### src/rtl/seq_playback_pkg.sv
// Shared types for the colour-sequence playback block: FSM states, colour codes
// and the one-hot LED encoding helper.
package seq_playback_pkg;

  typedef enum logic [1:0] {
    ST_IDLE = 2'd0,
    ST_ON   = 2'd1,
    ST_OFF  = 2'd2,
    ST_DONE = 2'd3
  } state_t;

  typedef logic [1:0] colour_t;

  localparam colour_t RED    = 2'd0;
  localparam colour_t GREEN  = 2'd1;
  localparam colour_t BLUE   = 2'd2;
  localparam colour_t YELLOW = 2'd3;

  function automatic logic [3:0] colour_onehot(input colour_t c);
    return 4'b0001 << c;
  endfunction

endpackage

### src/rtl/seq_playback_step_timer.sv
// Down-counting step timer: loads a cycle count on state entry and flags zero
// when the current phase has run its full length.
module step_timer #(
  parameter int TW = 4
) (
  input  logic          clk,
  input  logic          rst_n,
  input  logic          load,
  input  logic [TW-1:0] load_val,
  output logic          zero
);

  logic [TW-1:0] r_count;

  always_ff @(posedge clk) begin
    if (!rst_n) begin
      r_count <= '0;
    end else if (load) begin
      r_count <= load_val;
    end else if (r_count != '0) begin
      r_count <= r_count - TW'(1);
    end
  end

  assign zero = (r_count == '0);

endmodule

### src/rtl/seq_playback.sv
// Stores a sequence of 2-bit colour codes and plays it back on a one-hot LED,
// each step lit for ON_CYCLES then dark for OFF_CYCLES, ending with a done pulse.
module seq_playback
  import seq_playback_pkg::*;
#(
  parameter int DEPTH      = 16,
  parameter int ON_CYCLES  = 8,
  parameter int OFF_CYCLES = 4
) (
  input  logic                         clk,
  input  logic                         rst_n,
  input  logic                         mem_load,
  input  logic [1:0]                   mem_load_val,
  input  logic                         mem_clr,
  input  logic                         en_play,
  input  logic [3:0]                   level,
  output logic [3:0]                   led,
  output logic                         busy,
  output logic                         complete_play,
  output logic [$clog2(DEPTH+1)-1:0]   mem_count
);

  localparam int CW   = $clog2(DEPTH + 1);
  localparam int IW   = (DEPTH > 1) ? $clog2(DEPTH) : 1;
  localparam int TMAX = (ON_CYCLES > OFF_CYCLES) ? ON_CYCLES : OFF_CYCLES;
  localparam int TW   = $clog2(TMAX + 1);
  localparam int RW   = ((CW > 4) ? CW : 4) + 1;

  colour_t       r_mem [DEPTH];
  logic [CW-1:0] r_count;
  state_t        r_state;
  logic [IW-1:0] r_idx;
  logic [CW-1:0] r_len;
  logic [3:0]    r_led;
  logic          r_busy;
  logic          r_done;

  logic          w_full;
  logic [RW-1:0] w_req;
  logic [CW-1:0] w_len;
  logic          w_last;
  logic          w_tzero;
  logic          w_tload;
  logic [TW-1:0] w_tval;

  assign w_full = (r_count == CW'(DEPTH));
  assign w_req  = RW'(level) + RW'(1);
  assign w_len  = (w_req > RW'(r_count)) ? r_count : w_req[CW-1:0];
  assign w_last = ((CW'(r_idx) + CW'(1)) == r_len);

  // Write port runs independently of playback; clear wins over load.
  always_ff @(posedge clk) begin
    if (!rst_n) begin
      r_count <= '0;
    end else if (mem_clr) begin
      r_count <= '0;
    end else if (mem_load && !w_full) begin
      r_count <= r_count + CW'(1);
    end
  end

  always_ff @(posedge clk) begin
    if (rst_n && !mem_clr && mem_load && !w_full) begin
      r_mem[r_count[IW-1:0]] <= mem_load_val;
    end
  end

  always_comb begin
    w_tload = 1'b0;
    w_tval  = '0;
    case (r_state)
      ST_IDLE: if (en_play && (w_len != '0)) begin
        w_tload = 1'b1;
        w_tval  = TW'(ON_CYCLES - 1);
      end
      ST_ON: if (w_tzero) begin
        w_tload = 1'b1;
        w_tval  = TW'(OFF_CYCLES - 1);
      end
      ST_OFF: if (w_tzero && !w_last) begin
        w_tload = 1'b1;
        w_tval  = TW'(ON_CYCLES - 1);
      end
      default: ;
    endcase
  end

  step_timer #(.TW(TW)) u_timer (
    .clk      (clk),
    .rst_n    (rst_n),
    .load     (w_tload),
    .load_val (w_tval),
    .zero     (w_tzero)
  );

  // Playback length is latched at start, so later loads/clears never change it.
  always_ff @(posedge clk) begin
    if (!rst_n) begin
      r_state <= ST_IDLE;
      r_idx   <= '0;
      r_len   <= '0;
      r_led   <= '0;
      r_busy  <= 1'b0;
      r_done  <= 1'b0;
    end else begin
      r_done <= 1'b0;
      case (r_state)
        ST_IDLE: begin
          if (en_play) begin
            r_len  <= w_len;
            r_idx  <= '0;
            r_busy <= 1'b1;
            if (w_len == '0) begin
              r_state <= ST_DONE;
              r_done  <= 1'b1;
            end else begin
              r_state <= ST_ON;
              r_led   <= colour_onehot(r_mem[0]);
            end
          end
        end
        ST_ON: begin
          if (w_tzero) begin
            r_state <= ST_OFF;
            r_led   <= '0;
          end
        end
        ST_OFF: begin
          if (w_tzero) begin
            if (w_last) begin
              r_state <= ST_DONE;
              r_done  <= 1'b1;
            end else begin
              r_state <= ST_ON;
              r_idx   <= r_idx + IW'(1);
              r_led   <= colour_onehot(r_mem[r_idx + IW'(1)]);
            end
          end
        end
        default: begin
          r_state <= ST_IDLE;
          r_busy  <= 1'b0;
          r_led   <= '0;
        end
      endcase
    end
  end

  assign led           = r_led;
  assign busy          = r_busy;
  assign complete_play = r_done;
  assign mem_count     = r_count;

endmodule

### config.mk
export PLATFORM = sky130hd
export DESIGN_NAME = seq_playback
export DESIGN_NICKNAME = d
export VERILOG_FILES = /design/src/rtl/seq_playback_pkg.sv /design/src/rtl/seq_playback_step_timer.sv /design/src/rtl/seq_playback.sv
export SDC_FILE = /design/constraint.sdc
export NUM_CORES = 1
export LEC_CHECK = 0
export BUFFER_PORTS_ARGS = -buffer_cell sky130_fd_sc_hd__buf_4
export CORE_MARGIN = 4
export CORE_UTILIZATION = 64
export DETAILED_ROUTE_END_ITERATION = 16
export PLACE_DENSITY = 0.84
export SLEW_MARGIN = 20
export SYNTH_ARGS = -nofsm -noshare
export SYNTH_HDL_FRONTEND = slang
export SYNTH_SLANG_ARGS = --single-unit
### constraint.sdc
create_clock -name clk -period 4.06 [get_ports clk]
set_input_delay 0.203 -clock clk [delete_from_list [all_inputs] [get_ports clk]]
set_output_delay 0.203 -clock clk [all_outputs]
set_load 0.05 [all_outputs]
# --- After elaboration in Yosys (flattened, before gate mapping) ---
# Memories as Yosys holds them, arrays and structs flattened.
# Cells that the tools add are included.
totals:
  reg_bits: 26
  mem_bits_rw: 32
  inputBits: 11
  out_inout_bits: 11
  mem_count: 1
op_classes:
  add_sub_neg: 5
  n_lt_le_gt_ge: 1
  eq_ne: 9
  n_shift: 2
  n_mux: 36
  n_bitwise: 2
  reduce_logical: 23
mem_list:
  columns: ["memory", "depth", "width", "read_ports", "rd_clocked_by_memory_dff", "wr", "line", "source"]
  rows:
  - ["r_mem", 16, 2, 2, 0, 1, "seq_playback.sv:29", "colour_t r_mem [DEPTH];"]
op_table:
  columns: ["operator", "n"]
  rows:
  - ["2-to-1 mux 4 bit", 10]
  - ["2-to-1 mux 2 bit", 6]
  - ["case mux 4 bit (3 select lines)", 1]
  - ["adder 4 x 1 -> 5 bit, second input constant", 2]
  - ["2-to-1 mux 1 bit", 10]
  - ["!= test 2 bit, second input constant", 5]
  - ["case mux 3 bit (3 select lines)", 1]
  - ["case mux 4 bit (2 select lines)", 1]
  - ["left shift 1 x 2 -> 4 bit, first input constant", 2]
  - ["logical AND 1 bit", 6]
  - ["2-to-1 mux 3 bit", 2]
  - ["case mux 2 bit (3 select lines)", 1]
  - ["adder 5 x 1 -> 5 bit, second input constant", 1]
  - ["equality test 5 bit", 1]
  - ["equality test 5 bit, second input constant", 1]
  - ["> comparator 5 bit", 1]
  - ["zero test 5 bit", 1]
  - ["2-to-1 mux 5 bit", 1]
  - ["AND reduction 5 bit", 1]
  - ["nonzero test 5 bit", 1]
  - ["adder 4 x 1 -> 4 bit, second input constant", 1]
  - ["zero test 4 bit", 1]
  - ["case mux 1 bit (2 select lines)", 2]
  - ["AND reduction 2 bit", 2]
  - ["12 further kinds", 17]

# --- Logic depth before layout (Yosys ltp) ---
depth:
  depth_word: 8
  ltp_mapped: 10
  depth_no_buf: 10

# --- Cells and area by module ---
# Synthesis repeated with hierarchy kept, for this count alone.
hier_totals:
  hier_cells: 268
  hier_area_um2: 3044.2
modules_own_cells:
  columns: ["module", "instances", "cells_per_inst", "area_per_inst_um2", "seq_area_each_um2"]
  rows:
  - ["seq_playback", 1, 245, 2813.9, 1401.3]
  - ["step_timer", 1, 23, 230.2, 80.1]

# --- Worst setup path after synthesis ---
# No wires, ideal clock.
synth_timing:
  kind: "reg-to-reg"
  start: "register r_count[1] (netlist: mem_count[1])"
  end: "register r_led[0] (netlist: led[0])"
  setup_ps: 72
  arrival_time_ps: 2508
  required_ps: 3988
  slack_ps: 1480
  stages_incl_launch_ff: 10
  n_path_buf: 0
  synth_period_minus_slack_ps: 2580
  path_cell_list: "dfxtp_1 > inv_1 > ha_1 > nor2b_1 > o21ai_1 > a21oi_2 > mux2i_1 > o21ai_1 > nor2_2 > mux2i_1"
synth_via:
  elab_chain_len: 5
synth_rtl:
  columns: ["element", "line", "source"]
  rows:
  - ["start: declaration", "seq_playback.sv:30", "logic [CW-1:0] r_count;"]
  - ["start signal: assignment", "seq_playback.sv:58", "r_count <= r_count + CW'(1);"]
  - ["> comparator 5 bit", "seq_playback.sv:48", "assign w_len = (w_req > RW'(r_count)) ? r_count : w_req[CW-1:0];"]
  - ["2-to-1 mux 5 bit (*)", "seq_playback.sv:48", null]
  - ["zero test 5 bit (*)", "seq_playback.sv:113", "if (w_len == '0) begin"]
  - ["!= test 2 bit (no source line) (*)", null, null]
  - ["AND reduction 5 bit (no source line) (*)", null, null]
  - ["end signal: assignment", "seq_playback.sv:118", "r_led <= colour_onehot(r_mem[0]);"]
  - ["end signal: assignment", "seq_playback.sv:136", "r_led <= colour_onehot(r_mem[r_idx + IW'(1)]);"]
  - ["end: declaration", "seq_playback.sv:34", "logic [3:0] r_led;"]
# Every way passes the cells marked *; elsewhere a longest branch is shown, timed or not.
# A chain may end at the register's enable or synchronous reset.

# --- Final worst setup path ---
layout_timing:
  start: "register r_count[1] (netlist: mem_count[1])"
  end: "register r_led[3] (netlist: led[3])"
# Same word-level chain as after synthesis.

==> report_table.html <==
<table>
<tr><th>Metric</th><th>Value</th></tr>
<tr><th colspan="2">Timing</th></tr>
<tr><td>Setup TNS Final</td><td>0 ns</td></tr>
<tr><td>Unrepaired setup endpoints after global routing</td><td>no</td></tr>
<tr><td>Worst slew margin</td><td>65.4%</td></tr>
<tr><td>Setup violators final</td><td>0</td></tr>
<tr><td>Tcrit/Tclk final</td><td>62.5%</td></tr>
<tr><td>Measured slew at the worst slew-check pin</td><td>roughly 0.51 ns</td></tr>
<tr><td>Max-slew violations</td><td>0</td></tr>
<tr><td>Hold Vio Cnt, Final</td><td>0</td></tr>
<tr><td>Final setup skew</td><td>just over 0.006 ns</td></tr>
<tr><td>Setup slack after layout</td><td>1.52 ns</td></tr>
<tr><td>Clock period minus final worst setup slack</td><td>roughly 2.5 ns</td></tr>
<tr><td>Worst hold margin</td><td>about 0.14 ns</td></tr>
<tr><td>Max Fclk</td><td>0.394 GHz</td></tr>
<tr><th colspan="2">Synthesis</th></tr>
<tr><td>Fraction of synthesized cell area taken by the top area cell type</td><td>about a third</td></tr>
<tr><td>Number of flops mapped to enable cells by yosys</td><td>32</td></tr>
<tr><td>Avg Cell Area, Syn</td><td>between 10 and 15 µm²</td></tr>
<tr><td>Leading cell types by total area after synthesis</td><td>edfxtp_1 (32%), dfxtp_1 (17%), mux4_2 (6.8%), ha_1 (6.7%), mux2i_1 (4.4%)</td></tr>
<tr><td>Synthesized net count</td><td>292</td></tr>
<tr><td>Synth top cells by count</td><td>edfxtp_1 (32), nand2_1 (32), nor2_1 (31)</td></tr>
<tr><td>Fraction of synthesized cell area in xor and xnor cells</td><td>approximately 4.7%</td></tr>
<tr><td>Synthesized flop and latch total</td><td>just under 60</td></tr>
<tr><td>Largest area contributor in the synthesized netlist</td><td>edfxtp_1</td></tr>
<tr><td>Post-synthesis simple-gate area fraction</td><td>15.0%</td></tr>
<tr><td>Synth Cell Area</td><td>between 2000 and 3000 µm²</td></tr>
<tr><td>Area fraction in compound gates after synthesis</td><td>~8.4%</td></tr>
<tr><td>Number of cells produced by synthesis</td><td>about 270</td></tr>
<tr><td>Share of async-settable or async-resettable flops after synthesis</td><td>0%</td></tr>
<tr><td>Most instantiated flip-flop cell in the synthesis netlist</td><td>edfxtp_1</td></tr>
<tr><td>Multiplexer area fraction after synthesis</td><td>about an eighth</td></tr>
<tr><td>Count of cell types in the netlist</td><td>50</td></tr>
<tr><td>Proportion of synthesized chip area in sequential cells</td><td>between 40% and 50%</td></tr>
<tr><td>Largest family of logic cells by synthesized area</td><td>simple AND/OR/NAND/NOR gates</td></tr>
<tr><td>Synth warn</td><td>0</td></tr>
<tr><td>Adder-cell share of the synthesized area</td><td>6.71%</td></tr>
<tr><th colspan="2">Layout</th></tr>
<tr><td>Final standard cell area without fillers</td><td>about 3300 µm²</td></tr>
<tr><td># nets final</td><td>between 300 and 400</td></tr>
<tr><td>Number of standard cells in the layout, taps in and fillers out</td><td>approximately 350</td></tr>
<tr><td>Fill cell count</td><td>about 310</td></tr>
<tr><td>Synth-to-Final Area Change</td><td>12.0%</td></tr>
<tr><td>Post-layout utilization of the core</td><td>75.2%</td></tr>
<tr><td>Antenna diode instance count</td><td>0</td></tr>
<tr><td>Share of cells above drive strength 1</td><td>between 10% and 20%</td></tr>
<tr><th colspan="2">Setup path</th></tr>
<tr><td>Required arrival time at the worst endpoint</td><td>between 4 and 5 ns</td></tr>
<tr><td>Critical Path AT</td><td>approximately 2.8 ns</td></tr>
<tr><td>Crit path max fanout</td><td>7</td></tr>
<tr><td>Type of the worst setup path</td><td>register to register</td></tr>
<tr><td>Critical path endpoint category</td><td>register</td></tr>
<tr><td>Depth of the most critical reg-to-reg path</td><td>9</td></tr>
<tr><td>Startpoint type of the worst setup path</td><td>register</td></tr>
<tr><th colspan="2">Floorplanning</th></tr>
<tr><td>Number of core rows</td><td>24</td></tr>
<tr><td>Core Box Area</td><td>between 4000 and 5000 µm²</td></tr>
<tr><td>Die area</td><td>just under 6000 µm²</td></tr>
<tr><td>Die span in x</td><td>76.3 µm</td></tr>
<tr><td>Count of pins on the block boundary</td><td>22</td></tr>
<tr><td>Effective utilization at floorplan</td><td>about two thirds</td></tr>
<tr><td>Chip height</td><td>76.3 µm</td></tr>
<tr><th colspan="2">GRT</th></tr>
<tr><td>Antenna violations before repair</td><td>0</td></tr>
<tr><td>Overall overflow remaining after global route</td><td>0</td></tr>
<tr><td>Global-route wire length before repair</td><td>approximately 9.6 mm</td></tr>
<tr><td>Via count of the first global-routing pass</td><td>between 2000 and 2500</td></tr>
<tr><td>Largest net degree at the start of global routing</td><td>24</td></tr>
<tr><td>Total global-route track usage</td><td>a little over a fifth</td></tr>
<tr><th colspan="2">Run status</th></tr>
<tr><td>Outcome</td><td>complete, no violations</td></tr>
<tr><th colspan="2">Clock tree</th></tr>
<tr><td>Resized cells post-CTS</td><td>0</td></tr>
<tr><td>Cell at the root of the clock tree</td><td>clkbuf_8</td></tr>
<tr><td>Clock input transition at the sequential cells of the worst setup and hold paths</td><td>0.07 ns</td></tr>
<tr><td>CTS buffer count</td><td>9</td></tr>
<tr><td>H-tree depth reported by CTS</td><td>3</td></tr>
<tr><td>Source-to-sink clock delay at the later pin of the worst-skew pair</td><td>between 0.3 and 0.4 ns</td></tr>
<tr><td>Postcts setup bufs</td><td>0</td></tr>
<tr><td>Maximum count of clock buffers along a single path</td><td>2</td></tr>
<tr><td>Clock net sink count</td><td>slightly below 60</td></tr>
<tr><td>Clock tree from TritonCTS</td><td>yes</td></tr>
<tr><td>Quantity of hold-fixing buffers added after cts</td><td>0</td></tr>
<tr><th colspan="2">Power</th></tr>
<tr><td>Peak supply drop</td><td>0.000277 V</td></tr>
<tr><td>Total Power</td><td>approximately 1.7 mW</td></tr>
<tr><td>Power density relative to cell area</td><td>522 nW/µm²</td></tr>
<tr><td>Leakage power figure</td><td>1.28 nW</td></tr>
<tr><th colspan="2">Placed design</th></tr>
<tr><td>Number of input and output port buffers inserted</td><td>21</td></tr>
<tr><td>Placed instance count</td><td>333</td></tr>
<tr><td>Placed wire-length estimate</td><td>~4.3 mm</td></tr>
<tr><td>Pre-CTS setup slack</td><td>1.39 ns</td></tr>
<tr><td>Final estimated routing congestion in global placement</td><td>0.835</td></tr>
<tr><td>Placed Instance Area</td><td>between 3000 and 4000 µm²</td></tr>
<tr><th colspan="2">Worst hold path</th></tr>
<tr><td>Min-Delay Path Class</td><td>input pin to register</td></tr>
<tr><td>Cell count of the worst hold path</td><td>3</td></tr>
<tr><th colspan="2">Route</th></tr>
<tr><td>Routed via count divided by cell count</td><td>between 5 and 6</td></tr>
<tr><td>1st-iter DRT viols</td><td>between 70 and 80</td></tr>
<tr><td>Antenna violation net count after detailed routing</td><td>0</td></tr>
<tr><td>Count of TritonRoute iterations in the first routing pass</td><td>4</td></tr>
<tr><td>Total Routed Length</td><td>5.68 mm</td></tr>
<tr><td>Average wire per cell in the routed design</td><td>around 16 µm</td></tr>
<tr><td>DRC violation count after routing</td><td>0</td></tr>
<tr><td>Total vias in the final route</td><td>around 2000</td></tr>
<tr><th colspan="2">Job</th></tr>
<tr><td>Number of maximum-capacitance violations</td><td>0</td></tr>
</table>
==> layout by cell type (no fill, tap or decap), types with 2 or more instances in the layout <==
cell	netlist	final
a21oi_1	8	8
and2_1	5	5
and3_1	2	2
buf_4	0	22
clkbuf_8	1	9
clkinv_2	0	2
clkinv_4	0	2
clkinvlp_4	0	2
dfxtp_1	26	26
edfxtp_1	32	32
ha_1	16	16
inv_1	13	13
mux2i_1	13	13
mux4_2	9	9
nand2_1	32	32
nand3_1	5	5
nand4_1	2	2
nor2_1	31	31
nor2b_1	3	3
nor3_1	4	4
o211a_1	2	2
o21a_1	5	5
o21ai_0	8	8
o21ai_1	4	4
or3_1	2	2
xnor2_1	9	9
xor2_1	4	4
==> report_power, final <==
group | total [mW] | leakage, nW | switching, mW | internal, mW
sequential | 0.721 | 0.500 | 0.0446 | 0.676
combinational | 0.575 | 0.695 | 0.344 | 0.232
clock | 0.448 | 0.0826 | 0.230 | 0.218
==> registers in the layout (all words and copies together) (netlist names) <==
name and cells:
complete_play 1, r_len 5, r_mem 32, u_timer.r_count 4
led 4, r_state 2, r_idx 4, busy 1
mem_count 5
==> critical path: stages, from the launching register on <==
cell and delay, ns:
dfxtp_1 0.47, inv_1 0.14, ha_1 0.31, nor2b_1 0.13, o21ai_1 0.07, a21oi_2 0.37, mux2i_1 0.38, o21ai_1 0.14
nor2_2 0.24, mux2i_1 0.20
==> cell families after synthesis <==
family	Yosys count
fa+ha+maj	16
compound gates	38
buf+inv	19
mux	24
simple gates	96
flops	58
xor+xnor	14
==> cell type report <==
class	instances	area [µm²]	share of cell area, %
Sequential cell	58	1480	44.3
Multi-Input combinational cell	188	1410	42.3
Timing Repair Buffer	22	165	4.94
Clock buffer	9	124	3.71
Tap cell	52	65.1	1.95
Inverter	13	48.8	1.46
Clock inverter	7	46.3	1.38
==> layer usage <==
metal | up-vias | track usage (%) | share of wire (%)
met5 | - | 0 | 0
met4 | 0 | 9.24 | 1.5
met3 | 10 | 5.56 | 5.7
met2 | 61 | 34.6 | 51
met1 | 968 | 26.6 | 42
li1 | 1000 | - | -
==> final timing paths <==
path                                   from                   to  slack (ns)
setup / recovery  mem_count[1]$_SDFFE_PP0P_  led[3]$_SDFFE_PN0P_        1.52
hold / removal                      en_play    busy$_SDFFE_PN0P_        0.14
setup reg to reg  mem_count[1]$_SDFFE_PP0P_  led[3]$_SDFFE_PN0P_        1.52
hold reg to reg         led[2]$_SDFFE_PN0P_  led[2]$_SDFFE_PN0P_        0.46
Note: power is estimated with default switching activity, not from simulation.
